### config.mk
export PLATFORM = sky130hd
export DESIGN_NAME = apb_cmd_regbank_flat
export DESIGN_NICKNAME = d
export VERILOG_FILES = /design/src/rtl/apb_cmd_regbank_if.sv /design/src/rtl/apb_cmd_regbank.sv /design/src/flat_wrapper.sv
export SDC_FILE = /design/constraint.sdc
export NUM_CORES = 1
export LEC_CHECK = 0
export ABC_AREA = 1
export CORE_MARGIN = 4
export CORE_UTILIZATION = 47
export CTS_CLUSTER_SIZE = 25
export DETAILED_ROUTE_END_ITERATION = 8
export HOLD_SLACK_MARGIN = 0.1
export PLACE_DENSITY = 0.87
export SYNTH_ARGS = -nofsm -noshare
export SYNTH_HDL_FRONTEND = slang
export SYNTH_SLANG_ARGS = --single-unit
export TNS_END_PERCENT = 20
### constraint.sdc
create_clock -name clk -period 4.5 [get_ports clk]
set_clock_uncertainty 0.1 [all_clocks]
set_input_delay 1.35 -clock clk [delete_from_list [all_inputs] [get_ports clk]]
set_output_delay 1.35 -clock clk [all_outputs]
set_load 0.05 [all_outputs]
### src/rtl/apb_cmd_regbank_if.sv
// APB bus bundle for the audioport command register bank.
// Master drives the request side, slave returns ready/data/error.
interface apb_cmd_regbank_if;
  logic        psel_in;
  logic        penable_in;
  logic        pwrite_in;
  logic [31:0] paddr_in;
  logic [31:0] pwdata_in;
  logic [31:0] prdata_out;
  logic        pready_out;
  logic        pslverr_out;

  modport master (
    output psel_in,
    output penable_in,
    output pwrite_in,
    output paddr_in,
    output pwdata_in,
    input  prdata_out,
    input  pready_out,
    input  pslverr_out
  );

  modport slave (
    input  psel_in,
    input  penable_in,
    input  pwrite_in,
    input  paddr_in,
    input  pwdata_in,
    output prdata_out,
    output pready_out,
    output pslverr_out
  );
endinterface

### src/rtl/apb_cmd_regbank.sv
// APB register bank with command decode, play state and
// programmable wait states for command writes and reads.
module apb_cmd_regbank #(
  parameter int NUM_REGS = 8,
  parameter int CMD_IDX  = 0,
  parameter int ADDR_LSB = 2,
  parameter int CMD_WAIT = 4,
  parameter int RD_WAIT  = 0
) (
  input  logic                   clk,
  input  logic                   rst,
  apb_cmd_regbank_if.slave       apb,
  output logic [NUM_REGS*32-1:0] regs_out,
  output logic                   start_out,
  output logic                   stop_out,
  output logic                   clr_out,
  output logic                   cfg_out,
  output logic                   level_out,
  output logic                   play_out,
  output logic                   busy_out
);

  localparam int IW = $clog2(NUM_REGS);
  localparam logic [31:0] LSB_MASK =
    (32'd1 << ADDR_LSB) - 32'd1;
  localparam logic [31:0] NREGS = 32'(NUM_REGS);
  localparam logic [IW-1:0] CIDX = IW'(CMD_IDX);
  localparam logic [7:0] CW = 8'(CMD_WAIT);
  localparam logic [7:0] RW = 8'(RD_WAIT);

  typedef enum logic [1:0] {
    IDLE,
    WAIT,
    DONE
  } state_t;

  state_t      state_q;
  state_t      state_d;
  logic [7:0]  cnt_q;
  logic [7:0]  cnt_d;
  logic        is_cmd_q;
  logic        is_cmd_d;
  logic [31:0] regs_q [NUM_REGS];
  logic        play_q;
  logic        start_q;
  logic        stop_q;
  logic        clr_q;
  logic        cfg_q;
  logic        level_q;

  logic [31:0] word;
  logic [IW-1:0] idx;
  logic        addr_err;
  logic        hit_cmd;
  logic        cmd_wr;
  logic        c_start;
  logic        c_stop;
  logic        c_clr;
  logic        c_cfg;
  logic        c_level;
  logic        code_ok;
  logic        cmd_err;
  logic        setup;
  logic        access;
  logic        done;
  logic        cmd_go;
  logic        reg_wr;
  logic [7:0]  waits;

  assign word = apb.paddr_in >> ADDR_LSB;
  assign idx  = word[IW-1:0];

  assign addr_err = (word >= NREGS) ||
    ((apb.paddr_in & LSB_MASK) != 32'd0);

  assign hit_cmd = !addr_err && (idx == CIDX);
  assign cmd_wr  = hit_cmd && apb.pwrite_in;

  assign c_start = apb.pwdata_in == 32'd1;
  assign c_stop  = apb.pwdata_in == 32'd2;
  assign c_clr   = apb.pwdata_in == 32'd3;
  assign c_cfg   = apb.pwdata_in == 32'd4;
  assign c_level = apb.pwdata_in == 32'd5;

  // CLR and CFG are only legal while stopped
  assign code_ok = c_start | c_stop | c_level |
    ((c_clr | c_cfg) & !play_q);
  assign cmd_err = cmd_wr & !code_ok;

  assign setup  = apb.psel_in & !apb.penable_in;
  assign access = apb.psel_in & apb.penable_in;
  assign done   = access & apb.pready_out;
  assign cmd_go = done & cmd_wr & code_ok;
  assign reg_wr = done & apb.pwrite_in &
    !addr_err & !hit_cmd;

  always_comb begin
    waits = 8'd0;
    unique case (1'b1)
      addr_err:
        waits = 8'd0;
      cmd_wr:
        waits = CW;
      !addr_err && !apb.pwrite_in:
        waits = RW;
      !addr_err && apb.pwrite_in && !hit_cmd:
        waits = 8'd0;
    endcase
  end

  always_comb begin
    state_d  = state_q;
    cnt_d    = cnt_q;
    is_cmd_d = is_cmd_q;
    unique case (state_q)
      IDLE: begin
        if (setup && waits != 8'd0) begin
          state_d  = WAIT;
          cnt_d    = waits;
          is_cmd_d = cmd_wr;
        end
      end
      WAIT: begin
        if (!apb.psel_in) begin
          state_d  = IDLE;
          cnt_d    = 8'd0;
          is_cmd_d = 1'b0;
        end else if (apb.penable_in) begin
          cnt_d = cnt_q - 8'd1;
          if (cnt_q == 8'd1) begin
            state_d  = DONE;
            is_cmd_d = 1'b0;
          end
        end
      end
      DONE: begin
        state_d = IDLE;
      end
      default: begin
        state_d  = IDLE;
        cnt_d    = 8'd0;
        is_cmd_d = 1'b0;
      end
    endcase
  end

  always_ff @(posedge clk) begin
    if (rst) begin
      state_q  <= IDLE;
      cnt_q    <= 8'd0;
      is_cmd_q <= 1'b0;
    end else begin
      state_q  <= state_d;
      cnt_q    <= cnt_d;
      is_cmd_q <= is_cmd_d;
    end
  end

  always_ff @(posedge clk) begin
    if (rst) begin
      for (int i = 0; i < NUM_REGS; i++)
        regs_q[i] <= 32'd0;
      play_q  <= 1'b0;
      start_q <= 1'b0;
      stop_q  <= 1'b0;
      clr_q   <= 1'b0;
      cfg_q   <= 1'b0;
      level_q <= 1'b0;
    end else begin
      start_q <= cmd_go & c_start;
      stop_q  <= cmd_go & c_stop;
      clr_q   <= cmd_go & c_clr;
      cfg_q   <= cmd_go & c_cfg;
      level_q <= cmd_go & c_level;
      if (reg_wr)
        regs_q[idx] <= apb.pwdata_in;
      if (cmd_go)
        regs_q[CIDX] <= apb.pwdata_in;
      if (cmd_go && c_start)
        play_q <= 1'b1;
      else if (cmd_go && c_stop)
        play_q <= 1'b0;
    end
  end

  assign busy_out  = (state_q == WAIT) && is_cmd_q;
  assign play_out  = play_q;
  assign start_out = start_q;
  assign stop_out  = stop_q;
  assign clr_out   = clr_q;
  assign cfg_out   = cfg_q;
  assign level_out = level_q;

  assign apb.pready_out  = state_q != WAIT;
  assign apb.pslverr_out = done & (addr_err | cmd_err);

  // status word replaces the stored code on reads
  always_comb begin
    apb.prdata_out = 32'd0;
    if (done && !apb.pwrite_in && !addr_err) begin
      if (hit_cmd)
        apb.prdata_out = {30'd0, busy_out, play_q};
      else
        apb.prdata_out = regs_q[idx];
    end
  end

  for (genvar g = 0; g < NUM_REGS; g++) begin : g_out
    assign regs_out[g*32 +: 32] = regs_q[g];
  end

endmodule

### src/flat_wrapper.sv
// flat-port wrapper written by rule: the top's interface ports become plain ports
module apb_cmd_regbank_flat 
#(
  parameter int NUM_REGS = 8,
  parameter int CMD_IDX  = 0,
  parameter int ADDR_LSB = 2,
  parameter int CMD_WAIT = 4,
  parameter int RD_WAIT  = 0
)
  (clk, rst, regs_out, start_out, stop_out, clr_out, cfg_out, level_out, play_out, busy_out, apb_psel_in, apb_penable_in, apb_pwrite_in, apb_paddr_in, apb_pwdata_in, apb_prdata_out, apb_pready_out, apb_pslverr_out);
  apb_cmd_regbank_if apb_i ();
  input  logic clk;
  input  logic rst;
  output logic [NUM_REGS*32-1:0] regs_out;
  output logic start_out;
  output logic stop_out;
  output logic clr_out;
  output logic cfg_out;
  output logic level_out;
  output logic play_out;
  output logic busy_out;
  input wire logic [$bits(apb_i.psel_in)-1:0] apb_psel_in;
  input wire logic [$bits(apb_i.penable_in)-1:0] apb_penable_in;
  input wire logic [$bits(apb_i.pwrite_in)-1:0] apb_pwrite_in;
  input wire logic [$bits(apb_i.paddr_in)-1:0] apb_paddr_in;
  input wire logic [$bits(apb_i.pwdata_in)-1:0] apb_pwdata_in;
  output wire logic [$bits(apb_i.prdata_out)-1:0] apb_prdata_out;
  output wire logic [$bits(apb_i.pready_out)-1:0] apb_pready_out;
  output wire logic [$bits(apb_i.pslverr_out)-1:0] apb_pslverr_out;
  assign apb_i.psel_in = apb_psel_in;
  assign apb_i.penable_in = apb_penable_in;
  assign apb_i.pwrite_in = apb_pwrite_in;
  assign apb_i.paddr_in = apb_paddr_in;
  assign apb_i.pwdata_in = apb_pwdata_in;
  assign apb_prdata_out = apb_i.prdata_out;
  assign apb_pready_out = apb_i.pready_out;
  assign apb_pslverr_out = apb_i.pslverr_out;
  apb_cmd_regbank #(.NUM_REGS(NUM_REGS), .CMD_IDX(CMD_IDX), .ADDR_LSB(ADDR_LSB), .CMD_WAIT(CMD_WAIT), .RD_WAIT(RD_WAIT)) u_core (.clk(clk), .rst(rst), .apb(apb_i), .regs_out(regs_out), .start_out(start_out), .stop_out(stop_out), .clr_out(clr_out), .cfg_out(cfg_out), .level_out(level_out), .play_out(play_out), .busy_out(busy_out));
endmodule
==> summary by stage <==
Synthesis
The top flip-flop cell by instance count after synthesis is sky130_fd_sc_hd__edfxtp_1. The Yosys step of the flow raised 0 warnings. A synthesized cell averages 11.33 um^2. The number of different library cells used by synthesis comes to 34. Yosys instantiated no cell more often than sky130_fd_sc_hd__nor2_1. After synthesis, flip-flops and latches occupy approximately two thirds of the total area. The commonest cells after synthesis are sky130_fd_sc_hd__nor2_1 (302), sky130_fd_sc_hd__edfxtp_1 (256), sky130_fd_sc_hd__nand2_1 (76). Sorting the synthesized cells by area gives the leading types as sky130_fd_sc_hd__edfxtp_1 (65%), sky130_fd_sc_hd__nor2_1 (9.6%), sky130_fd_sc_hd__o22ai_1 (3.2%). The synthesized netlist occupies a cell area of approximately 12000 um^2. The synthesized design contains approximately 270 register bits.

In the synthesized netlist the async set-or-reset flop fraction comes to 0%. The biggest area contributor in the post-synthesis netlist is sky130_fd_sc_hd__edfxtp_1. The number of enable-type register cells in the synthesized netlist is 256. The synthesized instance count is around 1000.

In this run the biggest area consumer among cell types represents 65.29% of the synthesized area.

STA
The number of max-slew violations in the final report is 0. Setup repair after global routing could not meet its margin everywhere. Setup violations remaining at the end of the flow were counted as 11. Dividing the final minimum period by the clock period gives 102.0%. The final critical path time including I/O delays and setup is ~4.6 ns. Setup slack on the critical path of the routed design comes to -0.08839 ns.

At the pin with the least slew margin, the transition time is 0.7434 ns. Static timing analysis puts the maximum clock frequency at between 0.2 and 0.25 GHz. The hold violation count in the final report is 0. The final total negative setup slack is -0.4210 ns.

The worst slew margin relative to its limit is about half.

Place
The number of input and output port buffers inserted is roughly 370. The post-placement setup slack is -0.4483 ns. Once detailed placement completed, the half-perimeter wirelength came to 33.31 mm. The final weighted congestion in routability-driven placement is ~0.93.

Clocking
Clock-pin slew was measured on the worst setup and hold paths at ~0.060 ns. The TritonCTS clock tree is yes. In this run the number of H-tree levels came out at 1. The tree is rooted in a sky130_fd_sc_hd__clkbuf_16. The clock sink count is 273. For the worst-skew pair, the clock arrives at the later sink with an insertion delay of 0.55 ns. The number of buffers inserted during clock tree synthesis is 28. The maximum clock path buffer count is 3. The post-cts hold buffer count is 0.

Layout
In the final layout, flip-flops and latches occupy ~8000 um^2. Compared with the post-synthesis result, the final layout area differs by 60.64%. The final layout contains 1623 nets. The proportion of layout cells with a drive suffix above 1 is 23.98%. The filler cell count in the final layout is between 1000 and 1500. The multi-input combinational cells in the finished layout cover a total of slightly below 4000 um^2.

Routing
The average wire per standard cell is 26.35 um. The final route contains 11530 vias. The first-iteration detailed-routing DRC count is around 1400. The residual DRC count is 0. The first TritonRoute pass finished after 6 iterations.

The number of routed nets with antenna violations is 0. After detailed routing, the number of vias per cell comes to ~6. For this block, the routed nets add up to around 50 mm of wire.

Critical path
Along the worst path, the maximum fanout reaches 17. The element type at the critical path end is a primary output. The worst setup path is launched from an input pin. For this run, the slowest stage of the critical path takes approximately 0.47 ns.

The worst register-to-register path begins at u_core.state_q[1]. Data on the critical path is required at its endpoint by a little over 3 ns. The worst-case register-to-register setup slack is around 2.2 ns. The critical path's slowest cell is sky130_fd_sc_hd__nor4_4. Walking the worst path, the cells encountered are dlygate4sd2_1 -> buf_4 -> nand3_2 -> buf_8 -> or2_2 -> o21ai_0 -> nor4_4 -> buf_12. The logic depth of the worst register-to-register path is 9. The worst flop-to-flop path endpoint is u_core.regs_q[3][20].

The path type of the worst setup path is input pin to primary output. Data on the critical path arrives at its endpoint at around 3.1 ns.

Floorplanning
Once the floorplan was initialized, standard cells occupied between 40 and 50% of the core. The die covers between 20000 and 30000 um^2. The die boundary width is 166.3 um. The number of rows created at floorplan is 57.

The vertical extent of the die is ~170 um. The core region is roughly 24000 um^2. The number of top-level design ports is ~370.

Global routing
Global routing used roughly 33% of the available tracks across all layers. The number of antenna violations at the first check in global routing is 5. Entering global routing, the biggest net connects 33 pins. Global routing finished with a remaining overflow of 0. The first global-routing pass estimated about 70 mm of wire. The via count of the first global-routing pass is roughly 11000.

Power and ir drop
The power per unit of standard cell area is roughly 330 nW/um^2. The worst-case IR drop observed on VDD is ~230 uV. The total leakage power is roughly 0.0075 uW.

Min path
The destination of the worst hold path is u_core.cnt_q[7]. The type of the tightest min-delay check is register to register. The worst hold path begins at u_core.cnt_q[7].

The number of stages on the worst hold path is 2.

Run
The max capacitance violation total is 0.

Outcome
The checks that failed: setup timing. The flow ran to the end, but the final reports show violations.
==> metrics by stage <==
step                instance area (um^2)  hold WS, ns  utilization, %  instances  power (uW)
floorplan                          12060       0.3542               -       1067        3441
global placement                   17310       0.3667           70.76       1828        3862
detailed placement                 17310       0.3773           70.76       1828        3879
CTS                                18550       0.3859           75.81       1888        6199
global route                       18910       0.4189           77.32       1899        6374
finish                             18910       0.3887           77.32       1899        6253
==> critical path: cells and delay by family <==
kind | cells | cell delay [ns]
buffers and inverters | 4 | 0.83
AO/OA/AOI/OAI | 1 | 0.21
AND/OR/NAND/NOR | 3 | 0.72
==> report_power, final <==
| group | switching, uW | total, uW | internal [uW] |
|---|---|---|---|
| sequential | 66.5 | 2930 | 2860 |
| clock | 997 | 2370 | 1370 |
| combinational | 648 | 958 | 310 |
| total | 1710 | 6250 | 4540 |
==> state kept, by name, summed over array words and instances, names as in the netlist <==
signal / cells
u_core.regs_q: 256
u_core.cnt_q: 8
u_core.state_q: 2
u_core.cfg_out: 1
u_core.clr_out: 1
u_core.is_cmd_q: 1
u_core.level_out: 1
u_core.play_out: 1
u_core.start_out: 1
u_core.stop_out: 1
==> how the worst max path moves through the flow <==
stage,depth (start not counted),to,from
after global placement,9,apb_prdata_out[5],apb_paddr_in[3]
after floorplan,9,apb_prdata_out[10],apb_paddr_in[7]
after CTS,13,apb_pslverr_out,apb_pwdata_in[26]
after detailed placement,12,apb_prdata_out[8],apb_paddr_in[0]
after global routing,13,apb_prdata_out[16],apb_paddr_in[24]
final,8,apb_prdata_out[4],apb_paddr_in[3]
==> kinds of logic (layout without fill, tap and decap cells) <==
kind of cell / after synthesis / count (layout) / synth area share (%)
XOR/XNOR: 3 / 3 / 0.2232
AND/OR/NAND/NOR: 496 / 496 / 18.03
adder cells (fa/ha/maj): 2 / 2 / 0.2125
other: 1 / 32 / 0.03185
AO/OA/AOI/OAI: 135 / 135 / 7.981
buffers and inverters: 129 / 634 / 5.335
flip-flops: 273 / 273 / 68.18
==> cell usage in the layout (no fill, tap or decap), types with 4 or more instances in the layout <==
cell | Yosys | layout
sky130_fd_sc_hd__or2_2 | 25 | 25
sky130_fd_sc_hd__clkbuf_2 | 0 | 4
sky130_fd_sc_hd__nand3_2 | 0 | 6
sky130_fd_sc_hd__o22a_1 | 16 | 16
sky130_fd_sc_hd__buf_2 | 7 | 16
sky130_fd_sc_hd__clkbuf_16 | 0 | 28
sky130_fd_sc_hd__clkinv_2 | 0 | 5
sky130_fd_sc_hd__o21a_1 | 4 | 4
sky130_fd_sc_hd__buf_6 | 18 | 17
sky130_fd_sc_hd__o22ai_1 | 60 | 59
sky130_fd_sc_hd__nand3_1 | 26 | 15
sky130_fd_sc_hd__clkbuf_1 | 25 | 4
sky130_fd_sc_hd__conb_1 | 1 | 29
sky130_fd_sc_hd__nor2_1 | 302 | 285
sky130_fd_sc_hd__nor2_2 | 1 | 13
sky130_fd_sc_hd__nand4_1 | 19 | 19
sky130_fd_sc_hd__bufinv_16 | 0 | 4
sky130_fd_sc_hd__a21oi_1 | 6 | 6
sky130_fd_sc_hd__buf_4 | 0 | 107
sky130_fd_sc_hd__buf_12 | 0 | 53
sky130_fd_sc_hd__inv_1 | 75 | 57
sky130_fd_sc_hd__o21ai_0 | 16 | 13
sky130_fd_sc_hd__nor3_1 | 14 | 9
sky130_fd_sc_hd__dlygate4sd2_1 | 0 | 5
sky130_fd_sc_hd__o221ai_2 | 0 | 4
sky130_fd_sc_hd__buf_8 | 0 | 5
sky130_fd_sc_hd__edfxtp_1 | 256 | 256
sky130_fd_sc_hd__nor2_4 | 0 | 5
sky130_fd_sc_hd__dlymetal6s2s_1 | 0 | 18
sky130_fd_sc_hd__clkdlybuf4s50_1 | 0 | 280
sky130_fd_sc_hd__o221ai_1 | 26 | 22
sky130_fd_sc_hd__nor4_4 | 1 | 27
sky130_fd_sc_hd__nand2_2 | 1 | 18
sky130_fd_sc_hd__inv_2 | 0 | 17
sky130_fd_sc_hd__nand3_4 | 0 | 5
sky130_fd_sc_hd__clkinv_1 | 2 | 7
sky130_fd_sc_hd__dfxtp_1 | 17 | 17
sky130_fd_sc_hd__nand2_1 | 76 | 57
==> cell type report <==
cell class	instances	area share, %
sequential	273	42.45
timing repair buffer	507	28.14
multi-input combinational	665	20.81
clock buffer	32	3.784
tap	324	2.143
inverter	77	1.548
clock inverter	18	1.085
antenna	3	0.03969
==> repair_timing <==
action	4_1_cts	5_1_grt
setup buffers	7	13
gates cloned	3	0
hold endpoints to repair	0	0
pin swaps	24	45
setup endpoints to repair	33	33
gates resized for setup	150	100
==> layer usage <==
layer | global-route usage (%) | routed length, um
met2 | 55.04 | 23940
met1 | 38.12 | 16020
met4 | 21.49 | 3513
met5 | 0 | 13
met3 | 9.498 | 6561
Power figures use the tool's default switching activity.
